### config.mk
export PLATFORM = sky130hd
export DESIGN_NAME = layer_output_serializer_flat
export DESIGN_NICKNAME = d
export VERILOG_FILES = /design/src/rtl/layer_output_serializer_if.sv /design/src/rtl/layer_output_serializer.sv /design/src/flat_wrapper.sv
export SDC_FILE = /design/constraint.sdc
export NUM_CORES = 1
export LEC_CHECK = 0
export ABC_AREA = 0
export CORE_MARGIN = 2
export CORE_UTILIZATION = 40
export DETAILED_ROUTE_END_ITERATION = 7
export GPL_ROUTABILITY_DRIVEN = 0
export PLACE_DENSITY = 0.67
export SETUP_SLACK_MARGIN = 0.15
export SLEW_MARGIN = 20
export SYNTH_ARGS = -nofsm -noshare
export SYNTH_HDL_FRONTEND = slang
export SYNTH_SLANG_ARGS = --single-unit
### constraint.sdc
create_clock -name clk -period 14.8 [get_ports clk]
set_clock_uncertainty 0.1 [all_clocks]
set_input_delay 3.7 -clock clk [delete_from_list [all_inputs] [get_ports clk]]
set_output_delay 3.7 -clock clk [all_outputs]
set_load 0.005 [all_outputs]
### src/rtl/layer_output_serializer_if.sv
// layer_output_serializer_if
//   Bundles the upstream layer result bus and the serialized stream that
//   feeds the next layer.
//   o_valid    : per-neuron result-valid pulses (bit i qualifies x_in slice i)
//   x_in       : all neuron results, neuron i at [i*dataWidth +: dataWidth]
//   x_out      : streamed word, one per clock
//   x_valid    : qualifies x_out
//   frame_last : high with the last word of a frame
//   busy       : shift bank holds an unfinished frame
//   overrun    : sticky collect-overrun error flag
//   slave  = serializer side, master = upstream layer / next layer side.
interface layer_output_serializer_if #(
    parameter int NN        = 30,
    parameter int dataWidth = 16
);
    logic [NN-1:0]           o_valid;
    logic [NN*dataWidth-1:0] x_in;
    logic [dataWidth-1:0]    x_out;
    logic                    x_valid;
    logic                    frame_last;
    logic                    busy;
    logic                    overrun;

    modport master (
        output o_valid, x_in,
        input  x_out, x_valid, frame_last, busy, overrun
    );

    modport slave (
        input  o_valid, x_in,
        output x_out, x_valid, frame_last, busy, overrun
    );
endinterface

### src/rtl/layer_output_serializer.sv
// layer_output_serializer
//   Collects the NN parallel results of an MLP layer into a collect bank and,
//   once every neuron has reported, hands the frame to a shift bank that
//   streams it out one word per clock (neuron 0 first). The two banks let the
//   next frame be collected while the current one is still streaming.
//   clk : clock, rising edge
//   rst : synchronous reset, active low
//   io  : layer_output_serializer_if.slave (o_valid/x_in in,
//         x_out/x_valid/frame_last/busy/overrun out, all outputs registered)
module layer_output_serializer #(
    parameter int NN        = 30,
    parameter int dataWidth = 16
) (
    input  logic                       clk,
    input  logic                       rst,
    layer_output_serializer_if.slave   io
);
    localparam int IW = (NN > 1) ? $clog2(NN) : 1;
    localparam logic [IW-1:0] LAST_IDX = IW'(NN - 1);

    typedef enum logic {IDLE, STREAM} state_e;

    state_e                             state_q, state_d;
    logic [NN-1:0]                      mask_q, mask_d;
    logic [NN-1:0][dataWidth-1:0]       coll_q, coll_d;
    logic [NN-1:0][dataWidth-1:0]       shift_q, shift_d;
    logic [IW-1:0]                      idx_q, idx_d;
    logic [dataWidth-1:0]               x_out_q, x_out_d;
    logic                               x_valid_q, x_valid_d;
    logic                               frame_last_q, frame_last_d;
    logic                               overrun_q, overrun_d;
    logic                               xfer;
    logic                               ovr_hit;

    always_comb begin
        // A full collect bank moves over when the shifter is idle or is
        // presenting its last word, so consecutive frames stream gap-free.
        xfer = (&mask_q) && ((state_q == IDLE) || (idx_q == LAST_IDX));

        // Collect bank. A transfer frees every slot this edge, so a pulse
        // landing on the transfer edge is captured rather than flagged.
        coll_d  = coll_q;
        mask_d  = xfer ? '0 : mask_q;
        ovr_hit = 1'b0;
        for (int i = 0; i < NN; i++) begin
            if (io.o_valid[i]) begin
                if (xfer || !mask_q[i]) begin
                    coll_d[i] = io.x_in[i*dataWidth +: dataWidth];
                    mask_d[i] = 1'b1;
                end else begin
                    ovr_hit = 1'b1;
                end
            end
        end
        overrun_d = overrun_q | ovr_hit;

        // Shift bank
        state_d      = state_q;
        shift_d      = shift_q;
        idx_d        = idx_q;
        x_out_d      = x_out_q;
        x_valid_d    = x_valid_q;
        frame_last_d = 1'b0;
        if (xfer) begin
            state_d   = STREAM;
            shift_d   = coll_q;
            idx_d     = '0;
            x_out_d   = coll_q[0];
            x_valid_d = 1'b1;
        end else if (state_q == STREAM) begin
            if (idx_q == LAST_IDX) begin
                state_d   = IDLE;
                idx_d     = '0;
                x_out_d   = '0;
                x_valid_d = 1'b0;
            end else begin
                idx_d        = idx_q + IW'(1);
                x_out_d      = shift_q[idx_d];
                x_valid_d    = 1'b1;
                frame_last_d = (idx_d == LAST_IDX);
            end
        end
    end

    always_ff @(posedge clk) begin
        if (!rst) begin
            state_q      <= IDLE;
            mask_q       <= '0;
            idx_q        <= '0;
            x_out_q      <= '0;
            x_valid_q    <= 1'b0;
            frame_last_q <= 1'b0;
            overrun_q    <= 1'b0;
        end else begin
            state_q      <= state_d;
            mask_q       <= mask_d;
            idx_q        <= idx_d;
            x_out_q      <= x_out_d;
            x_valid_q    <= x_valid_d;
            frame_last_q <= frame_last_d;
            overrun_q    <= overrun_d;
        end
    end

    // Data banks are qualified by mask/state, so they carry no reset.
    always_ff @(posedge clk) begin
        coll_q  <= coll_d;
        shift_q <= shift_d;
    end

    assign io.x_out      = x_out_q;
    assign io.x_valid    = x_valid_q;
    assign io.frame_last = frame_last_q;
    assign io.busy       = (state_q == STREAM);
    assign io.overrun    = overrun_q;
endmodule

### src/flat_wrapper.sv
// flat-port wrapper written by rule: the top's interface ports become plain ports
module layer_output_serializer_flat 
#(
    parameter int NN        = 30,
    parameter int dataWidth = 16
)
  (clk, rst, io_o_valid, io_x_in, io_x_out, io_x_valid, io_frame_last, io_busy, io_overrun);
  layer_output_serializer_if #(.NN(NN), .dataWidth(dataWidth)) io_i ();
  input  logic clk;
  input  logic rst;
  input wire logic [$bits(io_i.o_valid)-1:0] io_o_valid;
  input wire logic [$bits(io_i.x_in)-1:0] io_x_in;
  output wire logic [$bits(io_i.x_out)-1:0] io_x_out;
  output wire logic [$bits(io_i.x_valid)-1:0] io_x_valid;
  output wire logic [$bits(io_i.frame_last)-1:0] io_frame_last;
  output wire logic [$bits(io_i.busy)-1:0] io_busy;
  output wire logic [$bits(io_i.overrun)-1:0] io_overrun;
  assign io_i.o_valid = io_o_valid;
  assign io_i.x_in = io_x_in;
  assign io_x_out = io_i.x_out;
  assign io_x_valid = io_i.x_valid;
  assign io_frame_last = io_i.frame_last;
  assign io_busy = io_i.busy;
  assign io_overrun = io_i.overrun;
  layer_output_serializer #(.NN(NN), .dataWidth(dataWidth)) u_core (.clk(clk), .rst(rst), .io(io_i));
endmodule
Word level (Yosys, flattened, before mapping):

Index checks and enable logic that the tools add are counted.

* flip-flop bits (word level): 1015
* output and inout bits: 20
* logic and storage cells: 302

* $add $sub $neg: 1
* $lt $le $gt $ge: 1
* equality and inequality tests: 2
* muxes and demuxes: 132
* bitwise logic cells: 3
* reductions and logical operators: 96

Operators with widths (count)
* 2-to-1 mux 1 bit: 125
* binary-select mux 16 bit (select 5 bit): 1
* 2-to-1 mux 16 bit: 4
* AND reduction 2 bit: 30
* logical OR 1 bit: 31
* logical NOT 1 bit: 30
* 2-to-1 mux 30 bit: 1
* AND reduction 30 bit: 1
* equality test 5 bit (second input constant): 2
* less-than comparator 5 x 6 -> 1 bit (second input constant): 1
* adder 5 x 1 -> 5 bit (second input constant): 1
* 2-to-1 mux 5 bit: 1
* OR reduction 4 bit: 1
* inverter 1 bit: 2
* nonzero test 2 bit: 1
* OR reduction 2 bit: 1
* logical AND 1 bit: 1
* bitwise OR 1 bit: 1

Depth between registers and ports, before layout:

* depth after elaboration: 65
* mapped depth: 13

Worst setup path before layout:

OpenSTA, ideal clock, no wires.

* path type: reg2reg
* from: register u_core.idx_q[4]
* to: register u_core.shift_q[0] in the netlist's numbering, enable pin
* arrival: 10638 ps
* data required time: 13875 ps
* path slack: 3237 ps
* stages on the path, launching flop included: 8
* path buffers: 2
* clock period less this slack: 11563 ps
* cell sequence: dfxtp_1 -> buf_2 -> and2_1 -> nand3_1 -> nand2_1 -> nand3_1 -> clkbuf_1 -> inv_1

* word-level cells in the longest chain between the ends: 3

RTL lines
* from (decl): RTL line layer_output_serializer.sv:27 `logic [IW-1:0] idx_q, idx_d;`
* from (signal assigned): RTL line layer_output_serializer.sv:97 `idx_q <= idx_d;`
* equality test 5 bit: RTL line layer_output_serializer.sv:38 `xfer = (&mask_q) && ((state_q == IDLE) || (idx_q == LAST_IDX));`
* logical OR 1 bit: RTL line layer_output_serializer.sv:38
* logical AND 1 bit: RTL line layer_output_serializer.sv:38
* net u_core.xfer: RTL line layer_output_serializer.sv:32 `logic xfer;`
* to (signal assigned): RTL line layer_output_serializer.sv:108 `shift_q <= shift_d;`
* to (decl): RTL line layer_output_serializer.sv:26 `logic [NN-1:0][dataWidth-1:0] shift_q, shift_d;`

The timed path passes the listed nets, and every way through them passes these cells.
A chain may end at the register's enable or synchronous reset.

Worst setup path in the final report:

* from: register u_core.state_q, in the netlist u_core.io.busy
* to: output port io_busy

RTL lines
* from (decl): RTL line layer_output_serializer.sv:23 `state_e state_q, state_d;`
* from (signal assigned): RTL line layer_output_serializer.sv:95 `state_q <= state_d;`
* to (decl): RTL line flat_wrapper.sv:16 `output wire logic [$bits(io_i.busy)-1:0] io_busy;`

No word-level cell between the ends.

==> results.toml <==
[grt]
grt_pass1_wl_microns = 129000
grt_antenna_before_repair = 12
grt_overflow = 0
grt_pass1_vias = 18500
track_usage_pct = 20.3
grt_max_degree = 157

[worst_setup_path]
crit_cells = 1
cp-endpoint = "io_busy"
critPathBufInv = 1
critPathKind = "reg -> out"
slowest_delay_ns = 0.75
r2r-end = "u_core.shift_q[23]"
r2r_start = "u_core.idx_q[2]"
crit_family = "buffers and inverters"
r2r_slack_ns = 8.98
crit_start = "u_core.io.busy"
worstPathCellList = "clkdlybuf4s50_1"
crit_fanout = 11
cp_data_arrival_time_ns = 2.05
worst_r2r_path_depth = 6
startpoint_type = "register"
endpoint_kind = "output pin"
cp_data_required_time_ns = 11.00
critical-path-slowest-cell = "clkdlybuf4s50_1"

[timing]
slew_violations = 0
finalCritPeriodShare_pct = 39.5
finalSetupViolCount = 0
fmax_mhz = 171
fin_ws_ns = 8.95
rsz0062_at_grt = "false"
finalHoldViolations = 0
min_period_ns = 5.85
worst_pin_slew_ns = 1.12
relSlewSlack_pct = 25.5
setup_tns_ns = 0
hold_ws_ns = 0.305

[synth]
synth_edf_count = 960
synth_cells = 1574
netlist_area_sq_mm = 0.0354
yosys_warnings = 0
syn_nets = 2089
synth_top_area_share_pct = 81.4
yosysTopAreaCell = "edfxtp_1"
async_flop_share_pct = 0
synth_area_leaders = "edfxtp_1 81%, mux4_2 7.1%, dfxtp_1 3.1%, mux2i_1 0.90%, nor2_1 0.77%"
ys_seq_elements = 1015
avgSynthCellArea_sq_um = 22.5
yosysUniqueCellTypes = 61
synth_ff_type = "edfxtp_1"
synth.yosys.seq_area_share_pct = 84.5

[final_layout]
drive_gt1_share_pct = 15.2
final_cell_mix = "960 x edfxtp_1, 531 x clkdlybuf4s50_1, 112 x mux4_2, 101 x clkbuf_16, 73 x nor2_1"
post-route-util_pct = 51.8
fillers = 6939
areaGrowthSynthToFinish_pct = 28.9
layout.nets = 2695
layout_commonest_cell = "edfxtp_1"

[power]
power.density_mw_per_mm2 = 132
internal_power_mw = 4.86
combPwrFrac_pct = 3.8
sw_frac_of_total_pct = 19.7
power.leakage_nw = 14.7
seq_power_share_pct = 54.0
ir_drop_mv = 0.110
power_frac_clock_pct = 42.2
p_switching_mw = 1.19

[die]
die_w_microns = 302
core_area_sq_mm = 0.0881
row_count = 109
die_y_microns = 302
start_util_pct = 40.2
io_pins = 532
die_area_sq_mm = 0.0910

[clock_tree]
cts_buffers = 101
cts.sinks = 1015
clk_latency_ns = 0.65
cts_hold_buf = 0
post_cts_buffers = 0
clk_pin_slew_ns = 0.06
cts.htree.levels = 3
clock-root-buffer = "clkbuf_16"
tritoncts = "done"
clockBufferDepth = 3
cts-resized-gates = 0

[min_path]
hold_class = "reg -> reg"

[drt]
ant_nets = 0
drc = 0
avgViaCountPerCell = 5.12
wl_per_cell_microns = 27.2
initialDrtViolationCount = 1817
firstDrtPassIters = 6
routed_wl_microns = 93500
num_vias = 17600

[place]
dp_hpwl_microns = 67500
port_buffers = 531
post-place-ws_ns = 9.02

[job]
max_cap_violations = 0

[outcome]
status = "complete, no violations"
worst min path at each step:
stage,start,cells after the start,slack (ns),endpoint
final,u_core.coll_q[457],0,0.31,u_core.shift_q[457]
after detailed placement,u_core.coll_q[102],0,0.30,u_core.shift_q[102]
after floorplan,u_core.coll_q[100],0,0.30,u_core.shift_q[100]
after global placement,u_core.coll_q[124],0,0.30,u_core.shift_q[124]
after global routing,u_core.coll_q[457],0,0.32,u_core.shift_q[457]
after CTS,u_core.coll_q[363],0,0.31,u_core.shift_q[363]
power by group through the flow:
stage	Clock, mW	Sequential (mW)	Combinational (mW)
2_1_floorplan	0	3.31	0.0360
3_3_place_gp	0	3.32	0.231
3_5_place_dp	0	3.33	0.234
4_1_cts	2.61	3.27	0.235
5_1_grt	2.72	3.27	0.244
6_report	2.55	3.27	0.232
layer usage:
metal | global-route usage (%) | share of wire (%) | up-vias
met5 | 0 | 0.036 | -
met4 | 5.43 | 2.4 | 6
met3 | 4.49 | 7.8 | 139
met2 | 34.6 | 51 | 764
met1 | 26.4 | 39 | 8998
li1 | - | - | 7699
cells by family after synthesis:
logic type | after synthesis | synth area share, %
multiplexers | 150 | 8.38
buffers and inverters | 61 | 1.16
AO/OA/AOI/OAI | 154 | 3.23
adder cells (fa/ha/maj) | 3 | 0.106
flip-flops | 1015 | 84.5
AND/OR/NAND/NOR | 187 | 2.39
XOR/XNOR | 4 | 0.247
registers in the layout (all words and copies together), names as in the netlist:
register	cells
u_core.coll_q	480
u_core.shift_q	480
u_core.mask_q	30
u_core.io.x_out	16
u_core.idx_q	5
u_core.io.busy	1
u_core.io.frame_last	1
u_core.io.overrun	1
u_core.io.x_valid	1
stage by stage:
step | total power, mW | area, sq um | instances
3_5_place_dp | 3.56 | 42200 | 3242
6_report | 6.05 | 45700 | 3440
5_1_grt | 6.23 | 45700 | 3432
4_1_cts | 6.11 | 45600 | 3425
2_1_floorplan | 3.35 | 35400 | 1574
3_3_place_gp | 3.55 | 42200 | 3242
synthesized netlist by cell type, types with 3 or more instances:
library cell	number
a221o_1	14
a32o_1	6
nand2b_1	3
dfxtp_1	55
and2_1	11
mux4_2	112
o31ai_1	7
a2111oi_0	8
buf_6	8
mux4_1	3
edfxtp_1	960
a22o_1	3
nor3_1	9
buf_4	14
a221oi_1	3
nand3_1	12
a211oi_1	10
buf_2	11
nand4_1	17
nor2_1	73
a22oi_1	8
o21ai_0	3
o22ai_1	5
mux2i_1	32
clkbuf_1	20
a21oi_1	39
inv_1	4
ha_1	3
a21boi_0	31
nand2_1	51
final cells by class:
| cell class | instances | area, sq um | share of cell area [%] |
|---|---|---|---|
| flip-flops and latches | 1015 | 29900 | 65.5 |
| repair buffers | 560 | 5530 | 12.1 |
| multi-input cells | 498 | 5340 | 11.7 |
| clock buffers | 116 | 2580 | 5.66 |
| well taps | 1165 | 1460 | 3.19 |
| clock inverters | 67 | 768 | 1.68 |
| diodes | 15 | 37.5 | 0.0822 |
| inverters | 4 | 27.5 | 0.0603 |
Note: power is estimated with default switching activity, not from simulation.
==> variant: new RTL, same flow settings <==
`NN` is set to 30 in 3 places; all go to 15.
--- a/src/rtl/layer_output_serializer_if.sv
+++ b/src/rtl/layer_output_serializer_if.sv
@@ -11,5 +11,5 @@
 //   slave  = serializer side, master = upstream layer / next layer side.
 interface layer_output_serializer_if #(
-    parameter int NN        = 30,
+    parameter int NN        = 15,
     parameter int dataWidth = 16
 );
--- a/src/rtl/layer_output_serializer.sv
+++ b/src/rtl/layer_output_serializer.sv
@@ -9,5 +9,5 @@
 //         x_out/x_valid/frame_last/busy/overrun out, all outputs registered)
 module layer_output_serializer #(
-    parameter int NN        = 30,
+    parameter int NN        = 15,
     parameter int dataWidth = 16
 ) (
--- a/src/flat_wrapper.sv
+++ b/src/flat_wrapper.sv
@@ -2,5 +2,5 @@
 module layer_output_serializer_flat 
 #(
-    parameter int NN        = 30,
+    parameter int NN        = 15,
     parameter int dataWidth = 16
 )
Interface: changed (resized io_o_valid and io_x_in); port bits go from 532 to 277. No check against the original RTL was run, so the function may have changed too.
==> variant against the original RTL <==
Cell area down 49%; area after synthesis down 49%; sequential cell count down 496; wire length down 55%; count of clock-buffer cells in the layout down 50; largest cell class unchanged; register-to-register slack better by 520 ps; die area down 48%; power down 50%; combinational power down 53%; setup slack better by 80 ps.
==> variant: results (changes against the original RTL) <==
power:
  seqPwrFrac: 0.547  # was 0.540
  clkPwrFrac: 0.417  # was 0.422
  irDropWorstVdd_uv: 71.4  # was 110 uV
  switching_power_w: 0.000584  # was 0.00119 W
  p_leak_nw: 7.74  # was 14.7 nW
  powerDensity_nw_per_um2: 130  # was 132 nW/um^2
cts:
  clock_latency_ps: 590  # was 650 ps
  cts_buffers: 52  # was 101
  h-tree-depth: 2  # was 3
  clk_pin_slew_worst_paths_ps: 60  # about the same
  clockBufferDepth: 3  # unchanged
critical_path:
  crit_fanout: 22  # was 11
  crit_arrival_ps: 6190  # was 2050 ps
  critical_path.max_stage_delay_ps: 920  # was 750 ps
yosys:
  synthMuxAreaShare: 0.0692  # was 0.0838
  ys_top_cells_by_count: "edfxtp_1 (480), nand2_1 (52), a21oi_1 (51), mux4_2 (48), nor2_1 (40)"  # was edfxtp_1 (960), mux4_2 (112), nor2_1 (73), dfxtp_1 (55), nand2_1 (51)
  yosys.area_share.xor_xnor: 0.00138  # was 0.00247
  seq_area_frac_synth: 0.837  # was 0.845
  synth_fa_ha_area_frac: 0.00207  # was 0.00106
  syn-num-nets: 1162  # was 2089
  synth_top_cell_area_share: 0.794  # was 0.814
  synth.area.top_cells: "edfxtp_1 (79%), mux4_2 (6.0%), dfxtp_1 (4.3%), a21oi_1 (1.4%), nand2_1 (1.1%)"  # was edfxtp_1 (81%), mux4_2 (7.1%), dfxtp_1 (3.1%), mux2i_1 (0.90%), nor2_1 (0.77%)
  ys_types: 37  # was 61
  synth_compound_gate_area_share: 0.0390  # was 0.0323
  synth_edf_count: 480  # was 960
finish:
  fillCellCount: 3599  # was 6939
  nNetsFinal: 1462  # was 2695
  drive_above_1_share: 0.125  # was 0.152
routing:
  first_pass_iters: 5  # was 6
  drtIter0Drc: 741  # was 1817
  vias_per_cell: 5.03  # was 5.12
  wl_um: 41900  # was 93500 um
timing:
  tightest_slew_ps: 1060  # was 1120 ps
global_route:
  grt_start_max_net_pins: 154  # was 157
  antenna_found_initial: 7  # was 12
  grt_pass1_vias: 9585  # was 18500
  grt_pass1_wl_um: 60600  # was 129000 um
  grtUsageTotal: 0.178  # was 0.203
placed_design:
  numPortBuffers: 276  # was 531
  hpwlAfterDp_um: 28600  # was 67500 um
status:
  status: "finished clean"  # unchanged
## variant: cell count changes in the layout (fill, tap and decap cells not counted), moves of 23 or more
| cell | unedited run | this run |
|---|---|---|
| buf_4 | 29 | 6 |
| nor2_1 | 73 | 38 |
| mux4_2 | 112 | 48 |
| edfxtp_1 | 960 | 480 |
| nand3_1 | 11 | 36 |
| clkdlybuf4s50_1 | 531 | 276 |
| clkbuf_16 | 101 | 52 |
## variant: metal layers
metal  up-vias  global-route usage  routed length [um]  part of all wire
li1       4199                   -                   -                 -
met1      4618               0.246               18000              0.43
met2       368               0.277               19700              0.47
met3        73              0.0372                2850             0.068
met4        10              0.0689                1210             0.029
met5         -                   0                  66            0.0016
## variant: metrics by stage
step	utilization	hold WS, ps	instance area, sq um	std cells	setup slack, ps
2_1_floorplan	-	300	18100	902	7890
3_3_place_gp	0.479	301	21600	1747	8360
3_5_place_dp	0.479	305	21600	1747	8180
4_1_cts	0.516	315	23300	1840	8760
5_1_grt	0.518	320	23400	1843	8830
6_report	0.518	313	23400	1843	9030
## variant: cell type report
type	count	share of cell area
timing repair buffer	284	0.122
clock buffer	66	0.0588
clock inverter	27	0.0116
sequential	519	0.650
tap	600	0.0321
multi-input combinational	339	0.123
antenna	2	0.000214
inverter	6	0.00150
## variant: worst paths after layout
path / to / depth (start not counted) / slack (ps) / startpoint
worst max-delay path: u_core.io.x_out[3]$_SDFFE_PN0P_ / 4 / 9030 / rst
worst min-delay path: u_core.shift_q[219]$_DFFE_PP_ / 0 / 310 / u_core.coll_q[219]$_DFFE_PP_
worst max register to register: u_core.shift_q[126]$_DFFE_PP_ / 7 / 9500 / u_core.idx_q[0]$_SDFFE_PP0P_
worst min register to register: u_core.shift_q[219]$_DFFE_PP_ / 0 / 310 / u_core.coll_q[219]$_DFFE_PP_
